<file path="src/rtl/vga_pkg.sv">
// Shared VGA 640x480@60 timing constants, widths and the colour payload type.
package vga_pkg;

  // Pixel clock divider: clk cycles per pixel.
  localparam int unsigned CLK_DIV  = 2;

  // Horizontal timing, in pixels.
  localparam int unsigned H_ACTIVE = 640;
  localparam int unsigned H_FP     = 16;
  localparam int unsigned H_SYNC   = 96;
  localparam int unsigned H_BP     = 48;
  localparam int unsigned H_TOTAL  = H_ACTIVE + H_FP + H_SYNC + H_BP;

  // Vertical timing, in lines.
  localparam int unsigned V_ACTIVE = 480;
  localparam int unsigned V_FP     = 10;
  localparam int unsigned V_SYNC   = 2;
  localparam int unsigned V_BP     = 33;
  localparam int unsigned V_TOTAL  = V_ACTIVE + V_FP + V_SYNC + V_BP;

  // Port and counter widths.
  localparam int unsigned CNT_W    = 10;
  localparam int unsigned X_W      = 10;
  localparam int unsigned Y_W      = 9;
  localparam int unsigned ADDR_W   = 19;

  typedef struct packed {
    logic [7:0] r;
    logic [7:0] g;
    logic [7:0] b;
  } rgb24_t;

  localparam rgb24_t FG_COLOR = 24'hFFFFFF;
  localparam rgb24_t BG_COLOR = 24'h000000;

endpackage

</file>
<file path="src/rtl/vga_timing_counter.sv">
// Pixel divider plus horizontal/vertical scan counters with sync and active decode.
// Ports:
//   clk_i, rst_ni      clock, asynchronous active-low reset
//   pix_en_o           registered 1-clk pulse in the last clk of each pixel period
//   frame_start_o      registered pulse coinciding with pix_en_o at h=0, v=0
//   vga_clk_o          registered pixel clock, high in the second half of the period
//   h_nxt_c_o/v_nxt_c_o  counter values after the coming edge
//   active_c_o         current (pre-advance) position is in the visible area
//   nxt_active_c_o     post-advance position is in the visible area
//   hsync_c_o/vsync_c_o  current position lies inside the sync pulse
module vga_timing_counter
  import vga_pkg::*;
#(
  parameter int unsigned P_CLK_DIV  = CLK_DIV,
  parameter int unsigned P_H_ACTIVE = H_ACTIVE,
  parameter int unsigned P_H_FP     = H_FP,
  parameter int unsigned P_H_SYNC   = H_SYNC,
  parameter int unsigned P_H_BP     = H_BP,
  parameter int unsigned P_V_ACTIVE = V_ACTIVE,
  parameter int unsigned P_V_FP     = V_FP,
  parameter int unsigned P_V_SYNC   = V_SYNC,
  parameter int unsigned P_V_BP     = V_BP
) (
  input  logic             clk_i,
  input  logic             rst_ni,
  output logic             pix_en_o,
  output logic             frame_start_o,
  output logic             vga_clk_o,
  output logic [CNT_W-1:0] h_nxt_c_o,
  output logic [CNT_W-1:0] v_nxt_c_o,
  output logic             active_c_o,
  output logic             nxt_active_c_o,
  output logic             hsync_c_o,
  output logic             vsync_c_o
);

  localparam int unsigned HT    = P_H_ACTIVE + P_H_FP + P_H_SYNC + P_H_BP;
  localparam int unsigned VT    = P_V_ACTIVE + P_V_FP + P_V_SYNC + P_V_BP;
  localparam int unsigned DIV_W = (P_CLK_DIV > 1) ? $clog2(P_CLK_DIV) : 1;

  logic [DIV_W-1:0] div_q, div_d;
  logic [CNT_W-1:0] h_q, h_d, v_q, v_d;
  logic             pix_en_q, pix_en_d;
  logic             frame_start_q, frame_start_d;
  logic             vga_clk_q, vga_clk_d;

  // Next-state: divider always runs, counters advance on the registered pix_en.
  always_comb begin
    div_d         = (div_q == DIV_W'(P_CLK_DIV - 1)) ? '0 : div_q + DIV_W'(1);
    h_d           = h_q;
    v_d           = v_q;
    if (pix_en_q) begin
      if (h_q == CNT_W'(HT - 1)) begin
        h_d = '0;
        v_d = (v_q == CNT_W'(VT - 1)) ? '0 : v_q + CNT_W'(1);
      end else begin
        h_d = h_q + CNT_W'(1);
      end
    end
    // pix_en/vga_clk are registered copies of what div_d decodes to.
    pix_en_d      = (div_d == DIV_W'(P_CLK_DIV - 1));
    vga_clk_d     = (div_d >= DIV_W'(P_CLK_DIV / 2));
    frame_start_d = pix_en_d && (h_d == '0) && (v_d == '0);
  end

  // State registers.
  always_ff @(posedge clk_i or negedge rst_ni) begin
    if (!rst_ni) begin
      div_q         <= '0;
      h_q           <= '0;
      v_q           <= '0;
      pix_en_q      <= 1'b0;
      frame_start_q <= 1'b0;
      vga_clk_q     <= 1'b0;
    end else begin
      div_q         <= div_d;
      h_q           <= h_d;
      v_q           <= v_d;
      pix_en_q      <= pix_en_d;
      frame_start_q <= frame_start_d;
      vga_clk_q     <= vga_clk_d;
    end
  end

  assign pix_en_o       = pix_en_q;
  assign frame_start_o  = frame_start_q;
  assign vga_clk_o      = vga_clk_q;
  assign h_nxt_c_o      = h_d;
  assign v_nxt_c_o      = v_d;
  assign active_c_o     = (h_q < CNT_W'(P_H_ACTIVE)) && (v_q < CNT_W'(P_V_ACTIVE));
  assign nxt_active_c_o = (h_d < CNT_W'(P_H_ACTIVE)) && (v_d < CNT_W'(P_V_ACTIVE));
  assign hsync_c_o      = (h_q >= CNT_W'(P_H_ACTIVE + P_H_FP)) &&
                          (h_q <  CNT_W'(P_H_ACTIVE + P_H_FP + P_H_SYNC));
  assign vsync_c_o      = (v_q >= CNT_W'(P_V_ACTIVE + P_V_FP)) &&
                          (v_q <  CNT_W'(P_V_ACTIVE + P_V_FP + P_V_SYNC));

endmodule

</file>
<file path="src/rtl/vga_scan_controller.sv">
// VGA scan controller: drives x/y/ADDR to object testers and produces registered RGB, sync and
// blank one pixel period behind the coordinates.
// Ports:
//   clk, resetn        clock, asynchronous active-low reset
//   isInSquare         hit flag for the currently presented x/y/ADDR
//   x, y, ADDR         scan column, row and linear address (y*H_ACTIVE+x), held in blanking
//   pix_en             1-clk pulse per pixel period; frame_start marks pixel (0,0)
//   vga_clk            pixel clock for the DAC
//   hsync_n, vsync_n   active-low syncs; blank_n high in active video
//   r, g, b            colour channels
module vga_scan_controller
  import vga_pkg::*;
#(
  parameter int unsigned P_CLK_DIV  = CLK_DIV,
  parameter int unsigned P_H_ACTIVE = H_ACTIVE,
  parameter int unsigned P_H_FP     = H_FP,
  parameter int unsigned P_H_SYNC   = H_SYNC,
  parameter int unsigned P_H_BP     = H_BP,
  parameter int unsigned P_V_ACTIVE = V_ACTIVE,
  parameter int unsigned P_V_FP     = V_FP,
  parameter int unsigned P_V_SYNC   = V_SYNC,
  parameter int unsigned P_V_BP     = V_BP,
  parameter rgb24_t      P_FG_COLOR = FG_COLOR,
  parameter rgb24_t      P_BG_COLOR = BG_COLOR
) (
  input  logic              clk,
  input  logic              resetn,
  input  logic              isInSquare,
  output logic [X_W-1:0]    x,
  output logic [Y_W-1:0]    y,
  output logic [ADDR_W-1:0] ADDR,
  output logic              pix_en,
  output logic              frame_start,
  output logic              vga_clk,
  output logic              hsync_n,
  output logic              vsync_n,
  output logic              blank_n,
  output logic [7:0]        r,
  output logic [7:0]        g,
  output logic [7:0]        b
);

  logic             pix_en_c;
  logic [CNT_W-1:0] h_nxt_c, v_nxt_c;
  logic             active_c, nxt_active_c, hsync_c, vsync_c;

  logic [X_W-1:0]    x_q, x_d;
  logic [Y_W-1:0]    y_q, y_d;
  logic [ADDR_W-1:0] addr_q, addr_d;
  logic              blank_q, blank_d;
  logic              hsync_q, hsync_d;
  logic              vsync_q, vsync_d;
  rgb24_t            rgb_q, rgb_d;

  vga_timing_counter #(
    .P_CLK_DIV  (P_CLK_DIV),
    .P_H_ACTIVE (P_H_ACTIVE),
    .P_H_FP     (P_H_FP),
    .P_H_SYNC   (P_H_SYNC),
    .P_H_BP     (P_H_BP),
    .P_V_ACTIVE (P_V_ACTIVE),
    .P_V_FP     (P_V_FP),
    .P_V_SYNC   (P_V_SYNC),
    .P_V_BP     (P_V_BP)
  ) u_timing (
    .clk_i          (clk),
    .rst_ni         (resetn),
    .pix_en_o       (pix_en_c),
    .frame_start_o  (frame_start),
    .vga_clk_o      (vga_clk),
    .h_nxt_c_o      (h_nxt_c),
    .v_nxt_c_o      (v_nxt_c),
    .active_c_o     (active_c),
    .nxt_active_c_o (nxt_active_c),
    .hsync_c_o      (hsync_c),
    .vsync_c_o      (vsync_c)
  );

  // Coordinates track the counters into each active pixel; the output stage uses the
  // pre-advance position so it lands one pixel behind x/y/ADDR.
  always_comb begin
    x_d     = x_q;
    y_d     = y_q;
    addr_d  = addr_q;
    blank_d = blank_q;
    hsync_d = hsync_q;
    vsync_d = vsync_q;
    rgb_d   = rgb_q;
    if (pix_en_c) begin
      if (nxt_active_c) begin
        x_d = X_W'(h_nxt_c);
        y_d = Y_W'(v_nxt_c);
        // Incremental address: only the frame origin breaks the +1 sequence.
        addr_d = ((h_nxt_c == '0) && (v_nxt_c == '0)) ? '0 : addr_q + ADDR_W'(1);
      end
      blank_d = active_c;
      hsync_d = !hsync_c;
      vsync_d = !vsync_c;
      rgb_d   = active_c ? (isInSquare ? P_FG_COLOR : P_BG_COLOR) : '0;
    end
  end

  // Output registers.
  always_ff @(posedge clk or negedge resetn) begin
    if (!resetn) begin
      x_q     <= '0;
      y_q     <= '0;
      addr_q  <= '0;
      blank_q <= 1'b0;
      hsync_q <= 1'b1;
      vsync_q <= 1'b1;
      rgb_q   <= '0;
    end else begin
      x_q     <= x_d;
      y_q     <= y_d;
      addr_q  <= addr_d;
      blank_q <= blank_d;
      hsync_q <= hsync_d;
      vsync_q <= vsync_d;
      rgb_q   <= rgb_d;
    end
  end

  assign pix_en  = pix_en_c;
  assign x       = x_q;
  assign y       = y_q;
  assign ADDR    = addr_q;
  assign blank_n = blank_q;
  assign hsync_n = hsync_q;
  assign vsync_n = vsync_q;
  assign r       = rgb_q.r;
  assign g       = rgb_q.g;
  assign b       = rgb_q.b;

endmodule

</file>
<file path="config.mk">
export PLATFORM = sky130hd
export DESIGN_NAME = vga_scan_controller
export DESIGN_NICKNAME = d
export VERILOG_FILES = /design/src/rtl/vga_pkg.sv /design/src/rtl/vga_timing_counter.sv /design/src/rtl/vga_scan_controller.sv
export SDC_FILE = /design/constraint.sdc
export NUM_CORES = 1
export LEC_CHECK = 0
export CAP_MARGIN = 10
export CELL_PAD_IN_SITES_DETAIL_PLACEMENT = 0
export CELL_PAD_IN_SITES_GLOBAL_PLACEMENT = 1
export CORE_UTILIZATION = 39
export DETAILED_ROUTE_END_ITERATION = 12
export PLACE_DENSITY = 0.85
export SETUP_SLACK_MARGIN = 0.02
export SLEW_MARGIN = 20
export SYNTH_ARGS = -nofsm -noshare
export SYNTH_HDL_FRONTEND = slang
export SYNTH_SLANG_ARGS = --single-unit
</file>
<file path="constraint.sdc">
create_clock -name clk -period 3.7 [get_ports clk]
set_clock_uncertainty 0.15 [all_clocks]
set_input_delay 0.74 -clock clk [delete_from_list [all_inputs] [get_ports clk]]
set_output_delay 0.74 -clock clk [all_outputs]
set_load 0.03 [all_outputs]
</file>
==> flow_summary_export.csv <==
group,metric,value,unit
clocking,clkTransAtPathRegs,0.08,ns
drt,num_vias,2754,
placed_design,dpl.hpwl,5719,um
logic_synthesis,ys_seq_area_share,46.58,%
logic_synthesis,syn_area,0.003443,sq mm
logic_synthesis,synthArstFlopShare,100.0,%
logic_synthesis,synth_area_leaders,"dfrtp_1, nand2_1, buf_4",
worst_setup_path,crit_type,"flop to flop",
final_layout,layout-drive-gt1-share,11.27,%
placed_design,port_buffers,70,
global_route,overflow,0,
die,die_y,95.96,um
global_route,track_usage,18.99,%
pwr,p_per_area,320.4,mW/mm^2
placed_design,placed_cell_area,0.004070,sq mm
sta,worst_slew_margin_rel,44.94,%
sta,period_needed,3.408,ns
clocking,cts_root_buf,"clkbuf_8",
sta,setup_violations,0,
sta,finalCritPeriodShare,92.11,%
pwr,leakagePower,0.001983,uW
sta,drv_slew,0,
drt,drtPass1Iterations,4,
global_route,grt_pass1_vias,2565,
clocking,ctsHtreeMaxLevel,3,
logic_synthesis,synth_cell_types,50,
final_layout,fillers,794,
logic_synthesis,synth_top_flop_cell,"dfrtp_1",
clocking,cts_tree,"built",
final_layout,area_growth,24.06,%
hold_path,hold_class,"flop to flop",
die,core,0.008382,sq mm
clocking,numCtsBuffers,9,
final_layout,final_common_cell,"clkdlybuf4s50_1",
logic_synthesis,synth-edff-count,0,
global_route,antenna_found_initial,0,
logic_synthesis,syn_nets,378,
pwr,vdd_drop_max,0.1708,mV
final_layout,fin_area,0.004272,sq mm
worst_setup_path,crit_required,3.78,ns
final_layout,final_cell_mix,"clkdlybuf4s50_1, dfrtp_1, nand2_1, nand3_1, nor2_1",
die,dieArea,0.009208,sq mm
clocking,cts_buffer_depth,2,
drt,avgRoutedWirePerCell,14.81,um
logic_synthesis,synth_top_cell_area_share,45.06,%
final_layout,nets,429,
sta,fmax,293.4,MHz
logic_synthesis,synthCells,370,
global_route,grt_max_degree,38,
logic_synthesis,synth.avg_cell_area,9.306,sq um
sta,worstMarginPinSlew,0.8259,ns
die,io_pins,71,
drt,first_iter_violations,135,
run_status,outcome,"finished clean",
logic_synthesis,ys_warn_count,0,
clocking,clk_latency,0.35,ns
drt,drc,0,
global_route,grt_first_pass_wirelength,13180,um
die,initial_core_util,41.08,%
logic_synthesis,ys_seq_elements,64,
worst_setup_path,worstSetupEndpointType,"flop",
final_layout,num_antenna_cells,0,
sta,rsz0062_at_grt,"no",
die,row_count,33,
placed_design,gpl.final_weighted_congestion,0.8958,
drt,vias_per_cell,5.186,
die,fp.dieW,95.96,um
clocking,postCtsHoldBufs,0,
clocking,post_cts_buffers,0,
run,maxCapViolations,0,
drt,wirelength,7866,um
drt,drtAntennaViolNets,0,
worst_setup_path,cp-start-kind,"flop",
sta,finalSetupTns,0,ns
sta,finalHoldViolations,0,
worst_setup_path,critPathMaxFanout,9,
logic_synthesis,yosysTopAreaCell,"dfrtp_1",
clocking,cts.sinks,64,
worst_setup_path,critPathArrivalTime,3.49,ns
[cell families after synthesis]
group | count (synthesis) | share of synthesized area [%]
buffers and inverters | 57 | 10.06
AOI/OAI and AO/OA | 56 | 11.41
and+or+nand+nor | 171 | 25.65
xor gates and xnor gates | 15 | 3.816
DFF | 64 | 46.58
adders and majority gates | 5 | 1.817
muxes | 2 | 0.6540
[final timing paths]
| path | from | to | slack, ns | cells past startpoint |
|---|---|---|---|---|
| max in group asynchronous | resetn | ADDR[14]$_DFFE_PN0P_ | 2.34 | 2 |
| worst max-delay path | u_timing.h_q[5]$_DFF_PN0_ | ADDR[15]$_DFFE_PN0P_ | 0.29 | 7 |
| worst max register to register | u_timing.h_q[5]$_DFF_PN0_ | ADDR[15]$_DFFE_PN0P_ | 0.29 | 7 |
| worst min-delay path | y[2]$_DFFE_PN0P_ | y[2]$_DFFE_PN0P_ | 0.33 | 2 |
| min in group asynchronous | resetn | u_timing.v_q[1]$_DFF_PN0_ | 0.34 | 1 |
| worst min register to register | y[2]$_DFFE_PN0P_ | y[2]$_DFFE_PN0P_ | 0.33 | 2 |
[per-layer routing]
| metal | vias up | track usage (%) | part of all wire (%) |
|---|---|---|---|
| met5 | - | 0 | 0 |
| met4 | 0 | 5.224 | 1.3 |
| met3 | 8 | 5.687 | 5.0 |
| met2 | 83 | 26.85 | 42 |
| met1 | 1294 | 28.00 | 52 |
| li1 | 1369 | - | - |
[synthesized netlist by cell type, types with 4 or more instances]
library cell and n:
a21oi_1 4, a22o_1 10, and2_1 5, and3_1 12
buf_2 7, buf_4 27, clkbuf_1 4, dfrtp_1 62
ha_1 5, inv_1 15, nand2_1 59, nand3_1 23
nand4_1 11, nor2_1 23, nor2b_1 8, nor3_1 5
nor4_1 4, o21ai_0 20, o311ai_0 4, or3_1 5
xor2_1 12
[registers in the layout, summed over array words and instances, names as in the netlist]
name	count
u_timing.frame_start_o	1
u_timing.v_q	10
x	10
ADDR	19
r	1
blank_n	1
y	9
u_timing.h_q	10
hsync_n	1
u_timing.div_q	1
vsync_n	1
[per-stage QoR]
step	std cells	total power, uW	util [%]	worst slack (ns)	hold WS [ns]
global placement	515	788.3	48.56	0.3061	0.3107
floorplan	370	763.7	-	0.5294	0.2944
CTS	531	1386	50.90	0.2582	0.3334
detailed placement	515	789.3	48.56	0.2740	0.3110
finish	531	1369	50.96	0.2919	0.3279
global route	531	1426	50.96	0.02177	0.3440
[timing repair]
action,CTS,global route
hold endpoints to repair,0,0
endpoints found under the setup margin,0,15
resized for setup,0,2
[report_power, final]
group | internal (uW) | switching [uW]
clock | 310 | 285
combinational | 24.6 | 46.3
sequential | 700 | 3.12
[critical path, stage by stage, from the launching register on]
cell       delay [ns]
dfrtp_1          0.45
or3_1            0.55
or4_4            0.61
a2111oi_2        0.33
nand4b_1         0.18
or3_1            0.54
and3_1           0.22
a221o_1          0.25
[layout make-up]
class | count | area (sq um) | area share (%)
clock inverter | 7 | 72.57 | 1.699
sequential | 64 | 1604 | 37.55
clock buffer | 9 | 123.9 | 2.900
tap | 105 | 131.4 | 3.076
multi-input combinational | 249 | 1498 | 35.06
inverter | 15 | 56.30 | 1.318
timing repair buffer | 82 | 785.8 | 18.39
Power figures use the tool's default switching activity.
